### src/rtl/dac_pkg.sv
// Shared definitions for the slewing DAC driver: FSM states, default
// geometry and the settle-counter width helper.
package dac_pkg;

  typedef enum logic [1:0] {
    ST_IDLE   = 2'd0,
    ST_SLEW   = 2'd1,
    ST_SETTLE = 2'd2,
    ST_DONE   = 2'd3
  } dac_state_e;

  localparam int DAC_WIDTH_DEF     = 12;
  localparam int STEP_MAX_DEF      = 64;
  localparam int SETTLE_CYCLES_DEF = 1024;
  localparam int SETTLE_CNT_W      = $clog2(SETTLE_CYCLES_DEF);

  // Counter width for a given settle length; a one-cycle settle still
  // needs a one-bit counter so the vector never collapses to zero width.
  function automatic int settle_cnt_width(input int cycles);
    if (cycles > 1) begin
      return $clog2(cycles);
    end else begin
      return 1;
    end
  endfunction

endpackage

### src/rtl/settle_timer.sv
// Settle hold counter: cleared on entry to the settle phase, counts while
// enabled and flags the last hold cycle.
module settle_timer
  import dac_pkg::*;
#(
  parameter int CYCLES = SETTLE_CYCLES_DEF,
  parameter int CNT_W  = settle_cnt_width(SETTLE_CYCLES_DEF)
) (
  input  logic clk,
  input  logic rst_n,
  input  logic clear,
  input  logic enable,
  output logic tc
);

  localparam logic [CNT_W-1:0] LAST_CNT = CNT_W'(CYCLES - 1);

  logic [CNT_W-1:0] count_r;

  // Hold counter; clear wins over enable so entry always starts at zero.
  always_ff @(posedge clk or negedge rst_n) begin
    if (!rst_n) begin
      count_r <= '0;
    end else if (clear) begin
      count_r <= '0;
    end else if (enable) begin
      count_r <= count_r + CNT_W'(1);
    end else begin
      count_r <= count_r;
    end
  end

  assign tc = (count_r == LAST_CNT);

endmodule

### src/rtl/dac_slew_driver.sv
// Slew-rate-limited DAC driver: moves DAC_OUT toward an accepted target in
// bounded steps, holds for a settle period, then pulses SETTLED.
module dac_slew_driver
  import dac_pkg::*;
#(
  parameter int DAC_WIDTH     = DAC_WIDTH_DEF,
  parameter int STEP_MAX      = STEP_MAX_DEF,
  parameter int SETTLE_CYCLES = SETTLE_CYCLES_DEF
) (
  input  logic                        CLK,
  input  logic                        RST,
  input  logic signed [DAC_WIDTH-1:0] TARGET_IN,
  input  logic                        TARGET_VALID,
  output logic                        TARGET_READY,
  output logic signed [DAC_WIDTH-1:0] DAC_OUT,
  output logic                        DAC_WE,
  output logic                        BUSY,
  output logic                        SETTLED
);

  localparam int DW1   = DAC_WIDTH + 1;
  localparam int CNT_W = settle_cnt_width(SETTLE_CYCLES);

  // Step magnitude in the widened difference domain for comparisons.
  localparam logic signed [DW1-1:0] STEP_LIM = DW1'(STEP_MAX);
  // Step increments in the output width; modular addition is exact here
  // because a step never carries DAC_OUT past the target.
  localparam logic [DAC_WIDTH-1:0] STEP_POS = DAC_WIDTH'(STEP_MAX);
  localparam logic [DAC_WIDTH-1:0] STEP_NEG = DAC_WIDTH'(-STEP_MAX);

  dac_state_e state_r;
  dac_state_e state_nxt_s;

  logic signed [DAC_WIDTH-1:0] target_r;
  logic signed [DAC_WIDTH-1:0] dac_r;
  logic                        dac_we_r;
  logic                        busy_r;
  logic                        ready_r;
  logic                        settled_r;

  logic signed [DAC_WIDTH-1:0] dac_nxt_s;
  logic                        we_nxt_s;
  logic                        busy_nxt_s;
  logic                        ready_nxt_s;
  logic                        settled_nxt_s;

  logic                        accept_s;
  logic signed [DW1-1:0]       diff_s;
  logic                        big_s;
  logic [DAC_WIDTH-1:0]        step_s;
  logic                        timer_clear_s;
  logic                        timer_en_s;
  logic                        timer_tc_s;

  // Accept only against the registered ready, so VALID never reaches READY.
  assign accept_s = TARGET_VALID && ready_r;

  // Difference is one bit wider than the code so full-scale moves fit.
  assign diff_s = $signed({target_r[DAC_WIDTH-1], target_r})
                - $signed({dac_r[DAC_WIDTH-1], dac_r});
  assign big_s  = (diff_s > STEP_LIM) || (diff_s < -STEP_LIM);
  assign step_s = diff_s[DW1-1] ? STEP_NEG : STEP_POS;

  // Counter restarts on every entry to SETTLE and runs only inside it.
  assign timer_clear_s = (state_nxt_s == ST_SETTLE) && (state_r != ST_SETTLE);
  assign timer_en_s    = (state_r == ST_SETTLE);

  settle_timer #(
    .CYCLES (SETTLE_CYCLES),
    .CNT_W  (CNT_W)
  ) u_settle_timer (
    .clk    (CLK),
    .rst_n  (RST),
    .clear  (timer_clear_s),
    .enable (timer_en_s),
    .tc     (timer_tc_s)
  );

  // FSM state register.
  always_ff @(posedge CLK or negedge RST) begin
    if (!RST) begin
      state_r <= ST_IDLE;
    end else begin
      state_r <= state_nxt_s;
    end
  end

  // Next-state logic.
  always_comb begin
    state_nxt_s = state_r;
    case (state_r)
      ST_IDLE: begin
        if (accept_s) begin
          if (TARGET_IN != dac_r) begin
            state_nxt_s = ST_SLEW;
          end else begin
            state_nxt_s = ST_SETTLE;
          end
        end else begin
          state_nxt_s = ST_IDLE;
        end
      end
      ST_SLEW: begin
        if (big_s) begin
          state_nxt_s = ST_SLEW;
        end else begin
          state_nxt_s = ST_SETTLE;
        end
      end
      ST_SETTLE: begin
        if (timer_tc_s) begin
          state_nxt_s = ST_DONE;
        end else begin
          state_nxt_s = ST_SETTLE;
        end
      end
      ST_DONE: state_nxt_s = ST_IDLE;
      default: state_nxt_s = ST_IDLE;
    endcase
  end

  // Output decode: next values for the registered outputs.
  always_comb begin
    dac_nxt_s     = dac_r;
    we_nxt_s      = 1'b0;
    case (state_r)
      ST_SLEW: begin
        we_nxt_s = 1'b1;
        if (big_s) begin
          dac_nxt_s = dac_r + step_s;
        end else begin
          dac_nxt_s = target_r;
        end
      end
      ST_IDLE, ST_SETTLE, ST_DONE: begin
        dac_nxt_s = dac_r;
        we_nxt_s  = 1'b0;
      end
      default: begin
        dac_nxt_s = dac_r;
        we_nxt_s  = 1'b0;
      end
    endcase
    busy_nxt_s    = (state_nxt_s != ST_IDLE);
    ready_nxt_s   = (state_nxt_s == ST_IDLE);
    settled_nxt_s = (state_nxt_s == ST_DONE);
  end

  // Registered outputs; each strobe lines up with the state it reports.
  always_ff @(posedge CLK or negedge RST) begin
    if (!RST) begin
      dac_r     <= '0;
      dac_we_r  <= 1'b0;
      busy_r    <= 1'b0;
      ready_r   <= 1'b0;
      settled_r <= 1'b0;
    end else begin
      dac_r     <= dac_nxt_s;
      dac_we_r  <= we_nxt_s;
      busy_r    <= busy_nxt_s;
      ready_r   <= ready_nxt_s;
      settled_r <= settled_nxt_s;
    end
  end

  // Target capture on accept; later TARGET_IN activity is ignored.
  always_ff @(posedge CLK or negedge RST) begin
    if (!RST) begin
      target_r <= '0;
    end else if (accept_s) begin
      target_r <= TARGET_IN;
    end else begin
      target_r <= target_r;
    end
  end

  assign DAC_OUT      = dac_r;
  assign DAC_WE       = dac_we_r;
  assign BUSY         = busy_r;
  assign TARGET_READY = ready_r;
  assign SETTLED      = settled_r;

endmodule

### config.mk
export PLATFORM = sky130hd
export DESIGN_NAME = dac_slew_driver
export DESIGN_NICKNAME = d
export VERILOG_FILES = /design/src/rtl/dac_pkg.sv /design/src/rtl/settle_timer.sv /design/src/rtl/dac_slew_driver.sv
export SDC_FILE = /design/constraint.sdc
export NUM_CORES = 1
export LEC_CHECK = 0
export BUFFER_PORTS_ARGS = -buffer_cell sky130_fd_sc_hd__buf_2
export CORE_MARGIN = 1
export CORE_UTILIZATION = 59
export CTS_CLUSTER_SIZE = 24
export DETAILED_ROUTE_END_ITERATION = 7
export PLACE_DENSITY_LB_ADDON = 0.08
export SKIP_LAST_GASP = 1
export SLEW_MARGIN = 20
export SYNTH_ARGS = -nofsm -noshare
export SYNTH_HDL_FRONTEND = slang
export SYNTH_SLANG_ARGS = --single-unit
### constraint.sdc
create_clock -name CLK -period 3.95 [get_ports CLK]
set_input_delay 0.79 -clock CLK [delete_from_list [all_inputs] [get_ports CLK]]
set_output_delay 0.79 -clock CLK [all_outputs]
set_load 0.03 [all_outputs]
**Word-level counts from Yosys, hierarchy flattened**

Cells that the tools add are included.

- Register bits after elaboration: 40
- Input port bits: 15
- Output and inout bits: 16
- Word-level logic and storage cells: 40

- Add/subtract/negate cells: 3
- $lt $le $gt $ge: 2
- Equality and inequality tests: 8
- Multiplexer cells: 11
- Reduce and logical (&&, ||, !) cells: 8

Operators by type and width:

| operator | count |
|---|---|
| 2-to-1 mux 12 bit | 3 |
| 2-to-1 mux 10 bit | 2 |
| > comparator 13 x 8 -> 1 bit (second input constant) | 1 |
| less-than comparator 13 x 7 -> 1 bit (second input constant) | 1 |
| subtractor 12 x 12 -> 13 bit | 1 |
| adder 12 bit | 1 |
| inequality test 12 bit | 1 |
| adder 10 x 1 -> 10 bit (second input constant) | 1 |
| equality test 10 bit (second input constant) | 1 |
| equality test 2 bit (second input constant) | 4 |
| case mux 2 bit (4 select lines) | 1 |
| 2-to-1 mux 2 bit | 3 |
| zero test 2 bit | 2 |
| nonzero test 2 bit | 2 |
| OR reduction 3 bit | 1 |
| equality test 2 x 1 -> 1 bit (second input constant) | 1 |
| logical AND 1 bit | 2 |
| inequality test 2 bit (second input constant) | 1 |
| case mux 1 bit (2 select lines) | 1 |
| logical OR 1 bit | 1 |
| 2-to-1 mux 1 bit | 1 |

**Longest topological paths before layout**

Gate-level depths: netlist of run 1.

- Word-level depth: 8
- Mapped depth: 17

**By module**

Synthesis of run 1 repeated with hierarchy kept, for this count alone.

- Cell total of the unflattened synthesis: 283
- Area, all modules: 2742.6 um^2

By module, submodules not included:

| module | times used | cells an instance | area each (um^2) | sequential area each (um^2) |
|---|---|---|---|---|
| dac_slew_driver | 1 | 234 | 2238.4 | 750.7 |
| settle_timer | 1 | 49 | 504.2 | 250.2 |

**Worst setup path after synthesis of run 1**

OpenSTA, ideal clock, no wires.

- Kind: reg2reg
- Start: register dac_r[2], in the netlist DAC_OUT[2]
- End: register dac_r[11], in the netlist DAC_OUT[11]
- Setup time: 0.128 ns
- Arrival time: 3.548 ns
- Required time: 3.822 ns
- Slack: 0.274 ns
- Cell stages (with the launch flop): 17
- Buffers on the path: 0
- Cell sequence: dfrtp_1 -> inv_1 -> ha_1 -> nor2b_1 -> o31a_1 -> o211ai_1 -> or3b_2 -> inv_1 -> ha_1 -> a21o_1 -> a21oi_1 -> o21bai_1 -> a21oi_1 -> xor2_1 -> and3_1 -> a21boi_0 -> nand3_1

- Longest elaborated chain between the ends: 5
- Elaborated cells on any way between the ends: 8
- Classes of those cells: add/sub (2); order compare (2); mux (3); reduce/logical (1)

RTL lines:

| item | line | text |
|---|---|---|
| from (decl) | dac_slew_driver.sv:35 | `logic signed [DAC_WIDTH-1:0] dac_r;` |
| from (signal assigned) | dac_slew_driver.sv:158 | `dac_r <= dac_nxt_s;` |
| subtractor 12 x 12 -> 13 bit | dac_slew_driver.sv:60 | `- $signed({dac_r[DAC_WIDTH-1], dac_r});` |
| 2-to-1 mux 12 bit, or another cell as far along | dac_slew_driver.sv:62 | `assign step_s = diff_s[DW1-1] ? STEP_NEG : STEP_POS;` |
| adder 12 bit or logical OR 1 bit (tied branches) | dac_slew_driver.sv:130, dac_slew_driver.sv:61 |  |
| 2-to-1 mux 12 bit (*) | dac_slew_driver.sv:129 | `if (big_s) begin` |
| 2-to-1 mux 12 bit (*) | dac_slew_driver.sv:126 | `case (state_r)` |

Mark *: on every way between the ends. The rest lies on a longest branch, timed or not. The select of a mux whose other input is x is not followed.
A chain may end at the register's enable or synchronous reset.

**Worst setup path in the final report of run 1**

Ends and elaborated chain as after synthesis.

==> flow_metrics.py, run 1 <==
metrics = {
    "grt": {
        "antenna_found_initial": 0,
        "grt_pass1_vias": 2224,
        "grt_use_total_pct": 27.8,
        "grt_overflow": 0,
        "grt_first_pass_wirelength_um": 11000,
        "grt_max_degree": 41,
    },
    "cts": {
        "cts-root-buf": "clkbuf_8",
        "cts_setup_buffers": 0,
        "clock_path_buffers": 2,
        "clkLatencyLatePin_ns": 0.30,
        "cts_buffers": 5,
        "numClockSinks": 40,
        "cts_tree": "yes",
        "clkTransAtPathRegs_ns": 0.08,
        "cts_max_level": 2,
    },
    "floorplanning": {
        "core_area_mm2": 0.00475,
        "chipHeight_um": 72.4,
        "num_rows": 25,
        "start_util_pct": 61.6,
        "die-area_mm2": 0.00525,
        "ios": 31,
        "die-width_um": 72.4,
    },
    "synth": {
        "ys_warn_count": 0,
        "syn-num-nets": 348,
        "postSynthCellCount": 314,
        "ys_seq_area_share_pct": 34.2,
        "postSynthRegisterBits": 40,
        "synthesis.area_mm2": 0.00293,
        "avgSynthCellArea_um2": 9.32,
        "synth_cell_type_count": 56,
        "ys.flop_type": "dfrtp_1",
        "synth_edf_count": 0,
        "synthArstFlopShare_pct": 100,
    },
    "pwr": {
        "p_sw_share_pct": 27.3,
        "p_seq_share_pct": 44.6,
        "clock_power_share_pct": 37.8,
        "ir_drop_uv": 241,
        "p_leak_nw": 1.59,
        "p_int_mw": 0.686,
        "finalPower_mw": 0.944,
        "p_per_area_mw_per_mm2": 289,
        "p_comb_share_pct": 17.6,
        "p_switching_mw": 0.257,
    },
    "worst_setup_path": {
        "crit_path_max_incr_delay_ns": 0.52,
        "required_ns": 4.13,
        "crit_buf_inv": 2,
        "critPathSlowestCell": "or3b_2",
        "critPathArrivalTime_ns": 3.84,
        "worstPathCellList": "inv_1 -> ha_1 -> nor2b_1 -> o31a_1 -> o211ai_1 -> or3b_2 -> inv_2 -> ha_1 -> a21o_1 -> a21oi_2 -> o21bai_1 -> a21oi_1 -> xor2_1 -> and3_1 -> a22oi_1 -> nand3_1",
        "end_kind": "flip-flop",
        "crit_fanout": 5,
        "criticalPathCategory": "flip-flop to flip-flop",
        "start_kind": "flip-flop",
        "critical_path.top_delay_family": "compound AO/OA/AOI/OAI gates",
        "crit_top_cell": "ha_1",
    },
    "min_path": {
        "hp-class": "flip-flop to flip-flop",
    },
    "finish": {
        "multiInputGateArea_mm2": 0.00179,
        "final_area_mm2": 0.00327,
        "layout_common_cells": "dfrtp_1, buf_2, inv_1",
        "n_fill_cell": 384,
        "drive_gt1_share_pct": 21.1,
        "register_area_mm2": 0.00100,
        "syn_to_final_growth_pct": 11.7,
        "antennaDiodeCount": 0,
        "final_net_count": 379,
        "layout_commonest_cell": "dfrtp_1",
    },
    "drt": {
        "num_vias": 2499,
        "viasPerCell": 6.05,
        "dr.pass1.iters": 5,
        "drc": 0,
        "ant_nets": 0,
        "wire_per_inst_um": 16.5,
        "drt_wl_total_um": 6800,
        "drt_iter0_markers": 122,
    },
    "place": {
        "hpwlAfterDp_um": 5110,
        "portBuffers": 30,
        "placed_cell_area_mm2": 0.00314,
        "gp_congestion": 0.923,
    },
    "timing": {
        "whs_ns": 0.524,
        "setup_viol": 0,
        "worst_slew_pin_slew_ns": 0.873,
        "finClkSkew_ns": 0.00846,
        "max_freq_ghz": 0.274,
        "report.final.slew_viol_count": 0,
        "min_period_ns": 3.65,
        "finalHoldViolCount": 0,
        "period_share_pct": 92.4,
        "setup_tns_ns": 0,
        "slew_headroom_pct": 41.8,
        "grt_setup_unrepaired": "no",
    },
    "run": {
        "drv_cap": 0,
    },
    "status": {
        "outcome": "completed",
    },
}
[metal layers]
layer / vias up / GRT usage, % / routed length (um)
li1: 1212 / - / -
met1: 1176 / 38.1 / 3080
met2: 101 / 45.5 / 3230
met3: 10 / 4.72 / 418
met4: 0 / 7.84 / 74
met5: - / 0 / 0
[power groups by stage]
stage	Sequential (mW)	Combinational [mW]	Clock [mW]
2_1_floorplan	0.427	0.118	0
3_3_place_gp	0.429	0.160	0
3_5_place_dp	0.429	0.163	0
4_1_cts	0.421	0.164	0.365
5_1_grt	0.422	0.184	0.376
6_report	0.421	0.166	0.357
[metrics by stage]
stage	utilization (%)	std cells	worst slack, ns
global placement	66.1	405	0.315
finish	68.8	413	0.300
floorplan	-	314	0.274
CTS	68.7	413	0.196
detailed placement	66.1	405	0.220
global route	68.8	413	0.0226
[synthesized netlist by cell type, types with 6 or more instances]
cell | count | area, um2
o21ai_0 | 15 | 75.1
clkbuf_1 | 6 | 22.5
mux2_2 | 18 | 203
ha_1 | 17 | 213
mux2i_1 | 6 | 60.1
nor2_1 | 16 | 60.1
nand3_1 | 13 | 65.1
xor2_1 | 18 | 158
dfrtp_1 | 40 | 1000
nor3_1 | 7 | 35.0
a21oi_1 | 11 | 55.1
inv_1 | 28 | 105
nand2_1 | 21 | 78.8
[what timing repair did]
item / in CTS / in global routing
hold buffers: 0 / 0
resized for setup: 0 / 2
hold endpoints to repair: 0 / 0
setup endpoints to repair: 0 / 1
[layout make-up]
cell class	instances	share of cell area, %
repair buffers	32	5.05
flip-flops and latches	40	30.6
inverters	28	3.21
clock buffers	6	2.53
well taps	67	2.56
multi-input cells	238	54.8
clock inverters	2	1.19
[worst paths after layout]
kind | startpoint | to | slack [ns] | depth (start not counted)
worst max-delay path | DAC_OUT[2] | DAC_OUT[11] | 0.30 | 16
worst min-delay path | target_r[8] | DAC_OUT[8] | 0.52 | 1
worst max register to register | DAC_OUT[2] | DAC_OUT[11] | 0.30 | 16
worst min register to register | target_r[8] | DAC_OUT[8] | 0.52 | 1
max in group asynchronous | RST | target_r[3] | 2.79 | 1
min in group asynchronous | RST | target_r[10] | 0.60 | 1
[registers in the layout (all words and copies together) (netlist names)]
signal	cells
state_r	2
BUSY	1
SETTLED	1
u_settle_timer.count_r	10
DAC_OUT	12
TARGET_READY	1
target_r	12
DAC_WE	1
[logic make-up after synthesis]
logic type	synth area share, %
muxes	8.98
DFF	34.2
buffers and inverters	4.66
AOI/OAI and AO/OA	19.5
and+or+nand+nor	17.8
adders and majority gates	8.64
xor gates and xnor gates	6.28
No activity file was read; power rests on OpenSTA's default activity.
==> run 2: changes to the inputs <==
SETUP_SLACK_MARGIN = 0.4   (was unset)
==> run 2 against run 1 <==
Cell count increased by 1.5%. Clock-buffer cell count decreased by 1. First-iteration DRC count increased by 40%. Clock power decreased by 26%. Cell area increased by 2.1%. Maximum frequency increased by 6.9%. Routed wire length increased by 0.46%. Sequential cell count unchanged. Via count increased by 0.56%. Power decreased by 9.1%. Critical path type unchanged. Largest cell class unchanged.
==> flow_metrics.py, run 2 (same netlist as run 1, synthesis figures left out) <==
metrics = {
    "place": {
        "dp.cells": 404,
        "hpwlAfterDp_um": 4970,
        "portBuffers": 30,
        "gp_congestion": 0.871,
    },
    "finish": {
        "syn_to_final_growth_pct": 14.0,
        "register_area_mm2": 0.00101,
        "layout_commonest_cell": "dfrtp_1",
        "layout_common_cells": "dfrtp_1, buf_2, inv_1",
        "fin_cells": 419,
        "final_net_count": 386,
        "drive_gt1_share_pct": 26.4,
        "n_fill_cell": 391,
        "antennaDiodeCount": 0,
        "multiInputGateArea_mm2": 0.00184,
        "fin_util_pct": 70.2,
    },
    "cts": {
        "clock_path_buffers": 2,
        "clkLatencyLatePin_ns": 0.29,
        "cts_max_level": 2,
        "clkTransAtPathRegs_ns": 0.08,
        "cts_tree": "yes",
        "numClockSinks": 40,
        "cts_buffers": 5,
        "cts-root-buf": "clkbuf_8",
        "cts_hold_buf": 0,
    },
    "floorplanning": {
        "ios": 31,
        "die-width_um": 72.4,
        "die-area_mm2": 0.00525,
        "num_rows": 25,
        "chipHeight_um": 72.4,
        "start_util_pct": 61.6,
        "core_area_mm2": 0.00475,
    },
    "pwr": {
        "p_comb_share_pct": 20.3,
        "p_leak_nw": 1.60,
        "finalPower_mw": 0.858,
        "p_per_area_mw_per_mm2": 257,
        "clock_power_share_pct": 30.6,
        "p_seq_share_pct": 49.1,
        "ir_drop_uv": 213,
        "p_int_mw": 0.606,
        "p_switching_mw": 0.253,
        "p_sw_share_pct": 29.4,
    },
    "grt": {
        "grt_use_total_pct": 28.0,
        "grt_first_pass_wirelength_um": 11200,
        "grt_pass1_vias": 2290,
        "grt_overflow": 0,
        "grt_max_degree": 41,
        "antenna_found_initial": 0,
    },
    "worst_setup_path": {
        "start_kind": "flip-flop",
        "criticalPathCategory": "flip-flop to flip-flop",
        "crit_fanout": 5,
        "critPathArrivalTime_ns": 3.59,
        "end_kind": "flip-flop",
        "required_ns": 4.13,
    },
    "timing": {
        "slew_headroom_pct": 41.8,
        "max_freq_ghz": 0.293,
        "period_share_pct": 86.4,
        "finalHoldViolCount": 0,
        "report.final.slew_viol_count": 0,
        "whs_ns": 0.524,
        "setup_tns_ns": 0,
        "min_period_ns": 3.41,
        "finClkSkew_ns": 0.00833,
        "setup_viol": 0,
        "grt_setup_unrepaired": "no",
        "worst_slew_pin_slew_ns": 0.872,
    },
    "run": {
        "drv_cap": 0,
    },
    "drt": {
        "wire_per_inst_um": 16.3,
        "drc": 0,
        "viasPerCell": 6.00,
        "num_vias": 2513,
        "ant_nets": 0,
        "drt_wl_total_um": 6830,
        "dr.pass1.iters": 4,
        "drt_iter0_markers": 171,
    },
    "status": {
        "outcome": "completed",
    },
    "min_path": {
        "hp-class": "flip-flop to flip-flop",
    },
}
==> run 2: changes by cell type in the layout (fill, tap and decap cells not counted), sizes merged <==
cell / before / now
buf: 32 / 39
bufinv: 1 / 0
clkbuf: 6 / 5
clkinvlp: 0 / 1
==> run 2: power by group through the flow <==
stage	sequential, mW	combinational (mW)	clock (mW)
after detailed placement	0.429	0.162	0
final	0.422	0.174	0.263
after global routing	0.422	0.191	0.282
after floorplan	0.427	0.118	0
after CTS	0.421	0.164	0.269
after global placement	0.429	0.160	0
==> run 2: final timing paths <==
| kind | start | endpoint | slack (ns) | cells after the start |
|---|---|---|---|---|
| worst min register to register | target_r[8] | DAC_OUT[8] | 0.52 | 1 |
| worst max-delay path | DAC_OUT[2] | DAC_OUT[11] | 0.54 | 16 |
| max in group asynchronous | RST | DAC_OUT[2] | 2.73 | 1 |
| worst min-delay path | target_r[8] | DAC_OUT[8] | 0.52 | 1 |
| min in group asynchronous | RST | DAC_OUT[10] | 0.60 | 1 |
| worst max register to register | DAC_OUT[2] | DAC_OUT[11] | 0.54 | 16 |
==> run 2: through the flow <==
stage	worst slack (ns)	area [um2]
floorplan	0.411	2930
global placement	0.382	3140
detailed placement	0.274	3140
CTS	0.419	3230
global route	0.353	3340
finish	0.537	3340
==> run 2: worst max-delay path, cell delays in order, from the launching register on <==
cell      delay [ns]
dfrtp_2         0.44
inv_2           0.08
ha_4            0.21
nor2b_2         0.17
o31a_1          0.35
o211ai_1        0.20
or3b_4          0.45
inv_4           0.09
ha_1            0.22
a21o_1          0.16
a21oi_2         0.15
o21bai_1        0.08
a21oi_1         0.17
xor2_1          0.21
a211oi_1        0.08
mux2i_1         0.17
nand3_1         0.10
==> run 2: cell type report <==
type | count | share of cell area (%)
Multi-Input combinational cell | 238 | 55.2
Sequential cell | 40 | 30.1
Timing Repair Buffer | 39 | 6.52
Inverter | 28 | 3.22
Tap cell | 67 | 2.51
Clock buffer | 5 | 2.06
Clock inverter | 2 | 0.375
==> run 2: timing repair <==
item                       CTS  global route
pin swaps                    0            10
resized for setup            3            13
gates cloned                 0             0
setup buffers                0             8
setup endpoints to repair    1             2
==> run 2: per-layer routing <==
layer,share of wire [%],vias up,track usage [%]
met1,47,1211,39.1
met5,0,-,0
met2,48,68,44.3
met4,1.2,0,8.71
li1,-,1225,-
met3,4.2,9,5.28
==> run 3: changes to the inputs <==
==> constraint.sdc (replaced) <==
create_clock -name CLK -period 3.95 [get_ports CLK]
set_input_delay 0.9875 -clock CLK [delete_from_list [all_inputs] [get_ports CLK]]
set_output_delay 0.9875 -clock CLK [all_outputs]
set_load 0.03 [all_outputs]
==> run 3 against run 2 <==
First-iteration DRC count is 8.8% lower. Routed wire length increased by 4.0%. Critical path type unchanged. Die area is the same.
==> flow_metrics.py, run 3 (same netlist as run 1, synthesis figures left out) <==
metrics = {
    "timing": {
        "slew_headroom_pct": 39.9,
        "finalHoldViolCount": 0,
        "whs_ns": 0.526,
        "setup_tns_ns": 0,
        "setup_viol": 0,
        "report.final.slew_viol_count": 0,
        "fin_ws_ns": 0.538,
        "finClkSkew_ns": 0.00582,
        "period_share_pct": 86.4,
        "min_period_ns": 3.41,
        "worst_slew_pin_slew_ns": 0.901,
        "max_freq_ghz": 0.293,
        "grt_setup_unrepaired": "yes",
    },
    "min_path": {
        "hp-class": "flip-flop to flip-flop",
        "whs_path_depth": 1,
    },
    "drt": {
        "m1WireLength_um": 3290,
        "wl_met3_um": 260,
        "drt_iter0_markers": 156,
        "viasPerCell": 6.10,
        "ant_nets": 0,
        "dr.pass1.iters": 4,
        "route.met2.wl_um": 3490,
        "routed.top_layer": "met4",
        "drt_wl_total_um": 7100,
        "num_vias": 2525,
        "drc": 0,
        "wire_per_inst_um": 17.2,
    },
    "floorplanning": {
        "die-area_mm2": 0.00525,
        "ios": 31,
        "num_rows": 25,
        "chipHeight_um": 72.4,
        "start_util_pct": 61.6,
        "core_area_mm2": 0.00475,
        "die-width_um": 72.4,
    },
    "cts": {
        "clkLatencyLatePin_ns": 0.29,
        "cts_max_level": 2,
        "cts-root-buf": "clkbuf_8",
        "cts_tree": "yes",
        "cts_buffers": 5,
        "clkTransAtPathRegs_ns": 0.08,
        "clock_path_buffers": 2,
        "numClockSinks": 40,
    },
    "finish": {
        "multiInputGateArea_mm2": 0.00184,
        "layout_common_cells": "dfrtp_1, buf_2, inv_1",
        "register_area_mm2": 0.00100,
        "layout_commonest_cell": "dfrtp_1",
        "drive_gt1_share_pct": 25.1,
        "n_fill_cell": 379,
        "antennaDiodeCount": 0,
        "final_net_count": 381,
        "final_area_mm2": 0.00330,
        "syn_to_final_growth_pct": 12.7,
    },
    "pwr": {
        "ir_drop_uv": 180,
        "p_per_area_mw_per_mm2": 261,
        "p_leak_nw": 1.58,
    },
    "grt": {
        "grt_max_degree": 41,
        "grt_pass1_vias": 2387,
        "grt_use_total_pct": 28.5,
        "grt_first_pass_wirelength_um": 11500,
        "grt_overflow": 0,
        "antenna_found_initial": 0,
    },
    "place": {
        "portBuffers": 30,
        "preCtsSetupSlack_ns": 0.250,
        "hpwlAfterDp_um": 5070,
        "gp_congestion": 0.869,
        "placed_cell_area_mm2": 0.00313,
    },
    "worst_setup_path": {
        "r2r.worst_path.cells": 10,
        "end_kind": "flip-flop",
        "criticalPathCategory": "flip-flop to flip-flop",
        "critPathArrivalTime_ns": 3.59,
        "start_kind": "flip-flop",
        "required_ns": 4.12,
        "crit_fanout": 8,
    },
    "run": {
        "drv_cap": 0,
    },
    "status": {
        "outcome": "completed",
    },
}
==> run 3: cell types whose count changed in the layout (fill, tap and decap cells not counted) <==
cell,before,now
a21oi_1,10,9
buf_4,9,4
a21oi_2,2,3
a22oi_2,1,0
dfrtp_2,4,3
dfrtp_1,36,37
a22oi_1,3,4
==> run 3: what timing repair did <==
action | in CTS | in global routing
cloned | 0 | 0
pin swaps | 1 | 12
setup endpoints to repair | 1 | 6
setup buffers | 1 | 3
gates resized for setup | 3 | 12
hold buffers | 0 | 0
==> run 3: metrics by stage <==
stage | power (mW) | cells | util, %
global placement | 0.589 | 403 | 65.9
floorplan | 0.546 | 314 | -
global route | 0.897 | 414 | 69.3
CTS | 0.856 | 411 | 67.9
finish | 0.861 | 414 | 69.3
detailed placement | 0.593 | 403 | 65.9
==> run 3: path summary, 6_finish.rpt <==
kind / from / endpoint / slack (ns)
max in group asynchronous: RST / DAC_OUT[0] / 2.50
setup reg to reg: DAC_OUT[6] / DAC_OUT[5] / 0.54
hold reg to reg: target_r[8] / DAC_OUT[8] / 0.53
setup / recovery: DAC_OUT[6] / DAC_OUT[5] / 0.54
hold / removal: target_r[8] / DAC_OUT[8] / 0.53
min in group asynchronous: RST / DAC_OUT[10] / 0.82
==> run 3: worst max-delay path, cell delays in order, from the launching register on <==
cell and delay [ns]:
dfrtp_1 0.49, inv_1 0.12, ha_1 0.39, nand3_1 0.13, nand2_1 0.08, o311a_1 0.41, o221a_2 0.28, nor4_4 0.42
nand2_2 0.23, a21oi_4 0.35, mux2_2 0.38
==> run 3: routing by layer <==
| layer | vias to the layer above | track usage [%] |
|---|---|---|
| met4 | 0 | 6.10 |
| met3 | 7 | 4.58 |
| met1 | 1238 | 38.4 |
| li1 | 1217 | - |
| met2 | 63 | 48.7 |
| met5 | - | 0 |
==> run 3: area by class of cell <==
| type | instances | share of cell area (%) |
|---|---|---|
| clock buffers | 5 | 2.09 |
| well taps | 67 | 2.54 |
| inverters | 28 | 3.26 |
| clock inverters | 2 | 0.380 |
| repair buffers | 34 | 5.46 |
| multi-input cells | 238 | 55.8 |
| flip-flops and latches | 40 | 30.5 |
==> run 3: power by group <==
group          switching [mW]  internal, mW  total, mW
registers             0.00648         0.415      0.422
clock network           0.143         0.120      0.263
logic                   0.106        0.0709      0.177
total                   0.255         0.606      0.861
